[src/rtl/cpu_decode_queue.sv]
// cpu_decode_queue: bit-granular variable-length instruction decoder fed through a code bit buffer.
// Latency 1 cycle from sufficient buffered bits to out_valid; sustains one instruction per cycle.
// Backpressure: in_ready drops when a beat would overflow the buffer; out_* hold while out_valid&!out_ready.
// Optional macro CPU_DECODE_ILLEGAL_EN: unknown opcodes raise sticky illegal and stall decode.
module cpu_decode_queue #(
    parameter int OPSZ    = 5,
    parameter int RGSZ    = 3,
    parameter int IMSZ    = 16,
    parameter int FETCH_W = 16,
    parameter int BUF_W   = 64,
    parameter int PC_W    = 16
) (
    input  logic               clk,
    input  logic               rst,
    input  logic               in_valid,
    output logic               in_ready,
    input  logic [FETCH_W-1:0] in_data,
    input  logic               flush,
    input  logic [PC_W-1:0]    flush_pc,
    output logic               out_valid,
    input  logic               out_ready,
    output logic [OPSZ-1:0]    out_opcode,
    output logic [RGSZ-1:0]    out_regop1,
    output logic [RGSZ-1:0]    out_regop2,
    output logic [IMSZ-1:0]    out_immop1,
    output logic [PC_W-1:0]    out_pc,
    output logic [7:0]         out_len,
    output logic               illegal
);
    localparam int LW = $clog2(BUF_W + 1);

    localparam logic [OPSZ-1:0] OP_OUT = OPSZ'(0);
    localparam logic [OPSZ-1:0] OP_IMP = OPSZ'(1);
    localparam logic [OPSZ-1:0] OP_ILT = OPSZ'(2);
    localparam logic [OPSZ-1:0] OP_IEQ = OPSZ'(3);
    localparam logic [OPSZ-1:0] OP_IGT = OPSZ'(4);
    localparam logic [OPSZ-1:0] OP_INC = OPSZ'(5);
    localparam logic [OPSZ-1:0] OP_DEC = OPSZ'(6);
    localparam logic [OPSZ-1:0] OP_ADD = OPSZ'(7);
    localparam logic [OPSZ-1:0] OP_SUB = OPSZ'(8);
    localparam logic [OPSZ-1:0] OP_MUL = OPSZ'(9);
    localparam logic [OPSZ-1:0] OP_DIV = OPSZ'(10);
    localparam logic [OPSZ-1:0] OP_AND = OPSZ'(11);
    localparam logic [OPSZ-1:0] OP_OR  = OPSZ'(12);
    localparam logic [OPSZ-1:0] OP_XOR = OPSZ'(13);
    localparam logic [OPSZ-1:0] OP_IMM = OPSZ'(14);
    localparam logic [OPSZ-1:0] OP_JMP = OPSZ'(15);
    localparam logic [OPSZ-1:0] OP_JLT = OPSZ'(16);
    localparam logic [OPSZ-1:0] OP_JEQ = OPSZ'(17);
    localparam logic [OPSZ-1:0] OP_JGT = OPSZ'(18);

    localparam logic [LW-1:0] LEN_OP = LW'(OPSZ);
    localparam logic [LW-1:0] LEN_R1 = LW'(OPSZ + RGSZ);
    localparam logic [LW-1:0] LEN_R2 = LW'(OPSZ + 2 * RGSZ);
    localparam logic [LW-1:0] LEN_RI = LW'(OPSZ + RGSZ + IMSZ);
    localparam logic [LW-1:0] LEN_J  = LW'(OPSZ + IMSZ);

    // Bits at and above lvl_q are kept zero so appends can simply OR in.
    logic [BUF_W-1:0] buf_q;
    logic [LW-1:0]    lvl_q;
    logic [PC_W-1:0]  pc_q;

    logic [OPSZ-1:0]  head;
    logic [LW-1:0]    dlen;
    logic [RGSZ-1:0]  d_r1, d_r2;
    logic [IMSZ-1:0]  d_imm;
    logic             has_op, can_dec, load, push;
    logic [LW-1:0]    lvl_shift, lvl_d;
    logic [BUF_W-1:0] buf_shift, buf_d;
    logic [LW:0]      lvl_room;
`ifdef CPU_DECODE_ILLEGAL_EN
    logic             unknown;
    logic             illegal_q;
`endif

    always_comb begin
        head  = buf_q[OPSZ-1:0];
        dlen  = LEN_OP;
        d_r1  = '0;
        d_r2  = '0;
        d_imm = '0;
`ifdef CPU_DECODE_ILLEGAL_EN
        unknown = 1'b0;
`endif
        case (head)
            OP_OUT, OP_IMP, OP_ILT, OP_IEQ, OP_IGT, OP_INC, OP_DEC: begin
                dlen = LEN_R1;
                d_r1 = buf_q[OPSZ +: RGSZ];
            end
            OP_ADD, OP_SUB, OP_MUL, OP_DIV, OP_AND, OP_OR, OP_XOR: begin
                dlen = LEN_R2;
                d_r1 = buf_q[OPSZ +: RGSZ];
                d_r2 = buf_q[OPSZ+RGSZ +: RGSZ];
            end
            OP_IMM: begin
                dlen  = LEN_RI;
                d_r1  = buf_q[OPSZ +: RGSZ];
                d_imm = buf_q[OPSZ+RGSZ +: IMSZ];
            end
            OP_JMP, OP_JLT, OP_JEQ, OP_JGT: begin
                dlen  = LEN_J;
                d_imm = buf_q[OPSZ +: IMSZ];
            end
            default: begin
`ifdef CPU_DECODE_ILLEGAL_EN
                unknown = 1'b1;
`endif
            end
        endcase
    end

    assign has_op = (lvl_q >= LEN_OP);
`ifdef CPU_DECODE_ILLEGAL_EN
    assign can_dec = has_op && (lvl_q >= dlen) && !unknown && !illegal_q;
    assign illegal = illegal_q;
`else
    assign can_dec = has_op && (lvl_q >= dlen);
    assign illegal = 1'b0;
`endif
    assign load     = can_dec && (!out_valid || out_ready);
    assign lvl_room = {1'b0, lvl_q} + (LW+1)'(FETCH_W);
    assign in_ready = !flush && (lvl_room <= (LW+1)'(BUF_W));
    assign push     = in_valid && in_ready;

    // Pop first, then append at the post-pop level: same result as appending at L then shifting.
    always_comb begin
        lvl_shift = load ? (lvl_q - dlen) : lvl_q;
        buf_shift = load ? (buf_q >> dlen) : buf_q;
        lvl_d     = lvl_shift;
        buf_d     = buf_shift;
        if (push) begin
            lvl_d = lvl_shift + LW'(FETCH_W);
            buf_d = buf_shift | (BUF_W'(in_data) << lvl_shift);
        end
    end

    always_ff @(posedge clk or posedge rst) begin
        if (rst) begin
            buf_q      <= '0;
            lvl_q      <= '0;
            pc_q       <= '0;
            out_valid  <= 1'b0;
            out_opcode <= '0;
            out_regop1 <= '0;
            out_regop2 <= '0;
            out_immop1 <= '0;
            out_pc     <= '0;
            out_len    <= '0;
`ifdef CPU_DECODE_ILLEGAL_EN
            illegal_q  <= 1'b0;
`endif
        end else if (flush) begin
            buf_q      <= '0;
            lvl_q      <= '0;
            pc_q       <= flush_pc;
            out_valid  <= 1'b0;
            out_opcode <= '0;
            out_regop1 <= '0;
            out_regop2 <= '0;
            out_immop1 <= '0;
            out_pc     <= '0;
            out_len    <= '0;
`ifdef CPU_DECODE_ILLEGAL_EN
            illegal_q  <= 1'b0;
`endif
        end else begin
            buf_q <= buf_d;
            lvl_q <= lvl_d;
            if (load) begin
                out_valid  <= 1'b1;
                out_opcode <= head;
                out_regop1 <= d_r1;
                out_regop2 <= d_r2;
                out_immop1 <= d_imm;
                out_pc     <= pc_q;
                out_len    <= 8'(dlen);
                pc_q       <= pc_q + PC_W'(dlen);
            end else if (out_ready) begin
                out_valid <= 1'b0;
            end
`ifdef CPU_DECODE_ILLEGAL_EN
            // Beats are still accepted while stalled; only the head is frozen.
            if (has_op && unknown) begin
                illegal_q <= 1'b1;
            end
`endif
        end
    end

endmodule

[config.mk]
export PLATFORM = sky130hd
export DESIGN_NAME = cpu_decode_queue
export DESIGN_NICKNAME = d
export VERILOG_FILES = /design/src/rtl/cpu_decode_queue.sv
export SDC_FILE = /design/constraint.sdc
export NUM_CORES = 1
export LEC_CHECK = 0
export ABC_AREA = 1
export CAP_MARGIN = 30
export CORE_MARGIN = 4
export CORE_UTILIZATION = 63
export CTS_CLUSTER_DIAMETER = 50
export DETAILED_ROUTE_END_ITERATION = 10
export HOLD_SLACK_MARGIN = 0.06
export PLACE_DENSITY = 0.88
export REMOVE_ABC_BUFFERS = 1
export SETUP_SLACK_MARGIN = 0.5
export SYNTH_ARGS = -nofsm -noshare
export SYNTH_HDL_FRONTEND = slang
export SYNTH_SLANG_ARGS = --single-unit
[constraint.sdc]
create_clock -name clk -period 7.3 [get_ports clk]
set_input_delay 1.095 -clock clk [delete_from_list [all_inputs] [get_ports clk]]
set_output_delay 1.095 -clock clk [all_outputs]
set_load 0.05 [all_outputs]
==> results by group <==
Clock network
  • Post-cts hold buffer count: 0
  • Setup Buffers After CTS: 0
  • Clk sink count: 136
  • Cts bufs inserted: 17
  • Cts repair resizes: 0
  • Clk slew on worst S/H paths: 70 ps
  • Clk root buf: clkbuf_16
  • Clock Latency Late Sink: about 440 ps
  • TritonCTS clock tree: done
  • Longest Clk Path Bufs: 2
  • CTS H-tree depth: 4

Detailed routing
  • DR vias: around 11,000
  • Antenna-violating nets left: 0
  • WL final: around 35,000 um
  • WL per Instance: between 20 and 25 um
  • Post-route DRC: 0
  • Via-per-instance ratio: about 6.7
  • Iter 0 DRT Violations: 1,965
  • DR pass1 iterations: 6

Synthesis
  • Synth Instances: 1,414
  • Sequential element share of the synthesized area: 0.347
  • Post-synthesis cell type count: 54
  • Total of warnings raised by yosys: 0
  • Cell area after synthesis: approximately 9800 um^2
  • Syn avg cell area: about 7 um^2
  • Dominant synthesized flop cell: dfrtp_1
  • Leading area contributor after synthesis: dfrtp_1
  • Top-count cell post-synth: nand2_1
  • Area contributors post-synth: dfrtp_1 35%, nand2_1 13%, nand3_1 8.8%
  • Top-area cell type share of the netlist area: 0.347
  • Post-synth EDFFs: 0
  • Synth top cells by count: 343 x nand2_1, 172 x nand3_1, 143 x o21ai_0
  • Asr flop ratio synth: 1.00
  • Flops & latches, synth: between 100 and 150

Setup path
  • CP cell instances: nand2_1 -> inv_1 -> nor4_1 -> nor2_2 -> nand2_2 -> inv_1 -> ha_1 -> nand2_1 -> nand2_1 -> nor2_1 -> nand3_2 -> nand3_4 -> inv_4 -> o21ai_2 -> inv_2 -> nand3_1 -> nand2_1 -> nand2_1 -> nand3_1 -> a21oi_1
  • Critical Path End Type: register
  • Most used cell, CP: nand2_1
  • Required time worst endpoint: 7650 ps
  • Slowest stage cell, crit path: o21ai_2
  • Setup CP Type: reg -> reg
  • Startpoint Class: register
  • Max FO, Critical Path: 27
  • FF-to-FF setup slack: around 2000 ps
  • Crit path DAT: between 5000 and 6000 ps
  • Crit-path max cell delay: around 800 ps

Floorplanning
  • Total Die Area: around 18,000 um^2
  • I/O pin count: 91
  • Std cell rows: between 40 and 50
  • Horiz. Die Dim: 133 um
  • Initial Util: 0.645
  • Core Area: approximately 15,000 um^2
  • Die height: between 100 and 150 um

Timing
  • Clk_skew: 11.3 ps
  • Period utilization: 0.731
  • Final setup fails: 0
  • Final worst slack: a little under 2000 ps
  • Final min period: between 5000 and 6000 ps
  • Final Hold Fails: 0
  • Slew Limit Fails: 0
  • Rel. slew slack: 0.318
  • TNS Setup: 0 ps
  • Unrepaired setup endpoints after global routing: no
  • Fmax: 0.187 GHz
  • Slew @ Worst Pin: about 1000 ps

Finish
  • Post-route design area: between 10,000 and 15,000 um^2
  • Area Overhead vs Synth: 13.6%
  • Final #Nets: about 1,500
  • Util after Layout: 0.733
  • Layout cells sized above 1: 0.0656
  • Number of diodes: 0

Placed design
  • Area post-placement: about 11,000 um^2
  • Placer congestion estimate: ~1.1
  • Port bufs: 86
  • Setup WS pre-CTS: 2220 ps
  • Dpl hpwl: between 20,000 and 30,000 um

GRT
  • First-pass GRT wire length: between 50,000 and 60,000 um
  • GR Util All Layers: 0.393
  • Vias in the first global route: around 10,000
  • Largest net degree at the start of global routing: 113
  • Total grt overflow: 0
  • Initial antenna violation count: 0

Flow run
  • Max Cap Violations: 0

Status
  • Status: completed

Worst hold path
  • Min-Delay Path Class: reg -> reg
flip-flops by register name, summed over array words and instances, names as in the netlist:
| signal | cells |
|---|---|
| pc_q | 16 |
| out_len | 5 |
| lvl_q | 7 |
| out_immop1 | 16 |
| buf_q | 64 |
| out_valid | 1 |
| out_pc | 16 |
| out_regop2 | 3 |
| out_opcode | 5 |
| out_regop1 | 3 |
cell usage in the layout (no fill, tap or decap), types with 6 or more instances in the layout:
master             n
a21oi_1           89
a22o_1            16
a22oi_1           26
buf_4             11
clkbuf_16         17
clkdlybuf4s50_1   85
dfrtp_1          136
ha_1              11
inv_1            107
inv_2             11
nand2_1          343
nand2_2           11
nand3_1          172
nand4_1           14
nor2_1            74
nor2_2             6
nor3_1             9
o211ai_1          18
o21ai_0          143
o21ai_1            6
o221ai_1          27
o22ai_1           29
xor2_1             7
layer usage:
metal | vias to the layer above | global-route usage | routed length, um | part of all wire
met3 | 150 | 0.113 | 4410 | 0.13
met1 | 5076 | 0.540 | 13800 | 0.39
met4 | 0 | 0.166 | 1580 | 0.045
li1 | 4921 | - | - | -
met5 | - | 0 | 0 | 0
met2 | 853 | 0.584 | 15100 | 0.43
final cells by class:
type | count | area [um^2]
Multi-Input combinational cell | 1062 | 5490
Fill cell | 1274 | 4060
Sequential cell | 136 | 3400
Timing Repair Buffer | 98 | 953
Inverter | 121 | 462
Clock buffer | 18 | 439
Tap cell | 188 | 235
Clock inverter | 14 | 158
metrics by stage:
stage	std cells	hold slack, ps
finish	1637	480
global route	1637	511
CTS	1637	481
detailed placement	1605	466
global placement	1604	454
floorplan	1319	470
critical path, delay by kind of cell (launching register included):
family / cells / cell delay (ps)
and+or+nand+nor: 13 / 2430
adders and majority gates: 1 / 350
AOI/OAI and AO/OA: 2 / 970
DFF: 1 / 420
buffers and inverters: 4 / 1080
final timing paths:
kind / startpoint / end / depth (start not counted)
max: buf_q[1] / buf_q[29] / 20
min reg2reg: out_pc[11] / out_pc[11] / 2
min: out_pc[11] / out_pc[11] / 2
max in group asynchronous: rst / out_immop1[11] / 3
max reg2reg: buf_q[1] / buf_q[29] / 20
min in group asynchronous: rst / out_pc[14] / 2
cells by family after synthesis:
logic type / Yosys count / share of synthesized area
DFF: 136 / 0.347
and+or+nand+nor: 649 / 0.291
AOI/OAI and AO/OA: 388 / 0.240
xor gates and xnor gates: 8 / 0.00906
other: 1 / 0.000383
adders and majority gates: 13 / 0.0181
buffers and inverters: 219 / 0.0950
Power is left out: the tool's default activity adds up to more than one toggle a clock period on the data nets, which glitch-free logic cannot reach.
==> RTL change: new RTL, config.mk and constraints unchanged <==
Set the parameter `BUF_W` to 32 (it was 64).
--- a/src/rtl/cpu_decode_queue.sv
+++ b/src/rtl/cpu_decode_queue.sv
@@ -8,5 +8,5 @@
     parameter int IMSZ    = 16,
     parameter int FETCH_W = 16,
-    parameter int BUF_W   = 64,
+    parameter int BUF_W   = 32,
     parameter int PC_W    = 16
 ) (
Function: changed (Yosys sat finds a counterexample within 4 cycles, from zero or initial values and one cycle with rst high).
==> RTL change against the original RTL <==
Routed wire length fell by 42%. Critical path depth grew 1. Cell area fell by 30%. Core utilization is 2.0 points higher. Sequential cell count fell by 33. Worst setup slack better by 33 ps. Synthesized area is 31% lower.
==> RTL change: results (changes against the original RTL) <==
stage	metric	value	unit	change
yosys	yosys-top-cells-count	nand2_1, nand3_1, dfrtp_1, inv_1, o21ai_0		
place	dp_hpwl	14.9	mm	-41%
clock_network	htree_num_levels	3		-1
yosys	synth_area_leaders	dfrtp_1, nand2_1, nand3_1		
place	place_area	7590	µm²	-28%
yosys	muxShareOfSynthArea	0.168	%	+0.17 points
yosys	synth-xor-area-share	1.17	%	+0.27 points
critical_path	r2r_setup_slack	2000	ps	+30 ps
yosys	avgSynthCellArea	7.17	µm²	+3.4%
yosys	synthAdderAreaFrac	2.46	%	+0.64 points
route	drt-initial-drc-count	771		-61%
timing	worst_slew_pin_slew	927	ps	-95.5 ps
timing	finalCritPeriodShare	72.7	%	-0.45 points
run_status	run_status	finished clean		
global_route	track_usage	33.1	%	-6.2 points
critical_path	arrival	5620	ps	-70 ps
clock_network	cts_buffers	9		-8
yosys	synthDistinctLibCells	51		-5.6%
critical_path	critPathMaxStageDelay	520	ps	-280 ps
clock_network	cts_root_buffer	clkbuf_8		
clock_network	clock_latency	390	ps	-50 ps
layout	nNetsFinal	1042		-30%
timing	worst_hold_slack	482	ps	+2.81 ps
layout	largest_reg_flops	32		-50%
clock_network	clk_pin_slew	90	ps	+20 ps
critical_path	cp_max_fo	32		+19%
route	first_pass_iters	5		-1
global_route	grt_pass1_vias	6680		-34%
timing	skew	11.0	ps	-0.338 ps
layout	drive_gt1_share	5.12	%	-1.4 points
global_route	grt_max_degree	61		-46%
==> RTL change: changes by cell type after synthesis, sizes merged, moves of 18 or more <==
cell,before,now
buf,50,26
nand2,358,264
nor2,80,49
clkbuf,48,29
nand3,178,129
o221ai,27,9
inv,120,80
o22ai,29,9
o21ai,154,69
a21oi,90,57
dfrtp,136,103
==> RTL change: worst paths after layout <==
check / from / end / cells past startpoint
setup reg to reg: buf_q[0] / buf_q[5] / 21
hold / removal: out_pc[11] / out_pc[11] / 2
max in group asynchronous: rst / out_immop1[11] / 3
setup / recovery: buf_q[0] / buf_q[5] / 21
min in group asynchronous: rst / out_pc[4] / 2
hold reg to reg: out_pc[11] / out_pc[11] / 2
==> RTL change: layer usage <==
metal  track usage (%)  up-vias  part of all wire [%]
met5                 0        -                     0
met4              17.2        0                   4.7
met3              6.28       79                   8.4
met2              51.5      374                    47
met1              44.2     3301                    40
li1                  -     3281                     -
==> RTL change: area by class of cell <==
cell class / count / area, µm²
Clock buffer: 11 / 141
Clock inverter: 4 / 53.8
Fill cell: 827 / 2560
Inverter: 83 / 314
Multi-Input combinational cell: 700 / 3580
Sequential cell: 103 / 2580
Tap cell: 136 / 170
Timing Repair Buffer: 96 / 971
==> RTL change: worst reg2reg max path: cells and delay by family, from the launching register on <==
kind / cells / cell delay [ps]
AO/OA/AOI/OAI: 2 / 480
adder cells (fa/ha/maj): 2 / 540
buffers and inverters: 4 / 940
flip-flops: 1 / 450
AND/OR/NAND/NOR: 13 / 2810
==> RTL change: stage by stage <==
step                      power (mW)  utilization [%]
after floorplan                 2.48                -
after global placement          3.15             72.9
after detailed placement        3.19             73.2
after CTS                       3.57             75.0
after global routing            3.90             75.3
final                           3.63             75.3
==> RTL change: cells by family (layout without fill, tap and decap cells) <==
| kind of cell | after synthesis | count (layout) |
|---|---|---|
| fa+ha+maj | 12 | 12 |
| mux | 1 | 1 |
| buf+inv | 138 | 194 |
| other cells | 1 | 4 |
| flops | 103 | 103 |
| compound gates | 205 | 205 |
| simple gates | 469 | 469 |
| xor+xnor | 9 | 9 |
==> RTL change: report_power, final <==
part	switching [mW]	internal, mW
Combinational	1.65	0.733
Clock	0.201	0.167
Sequential	0.165	0.717
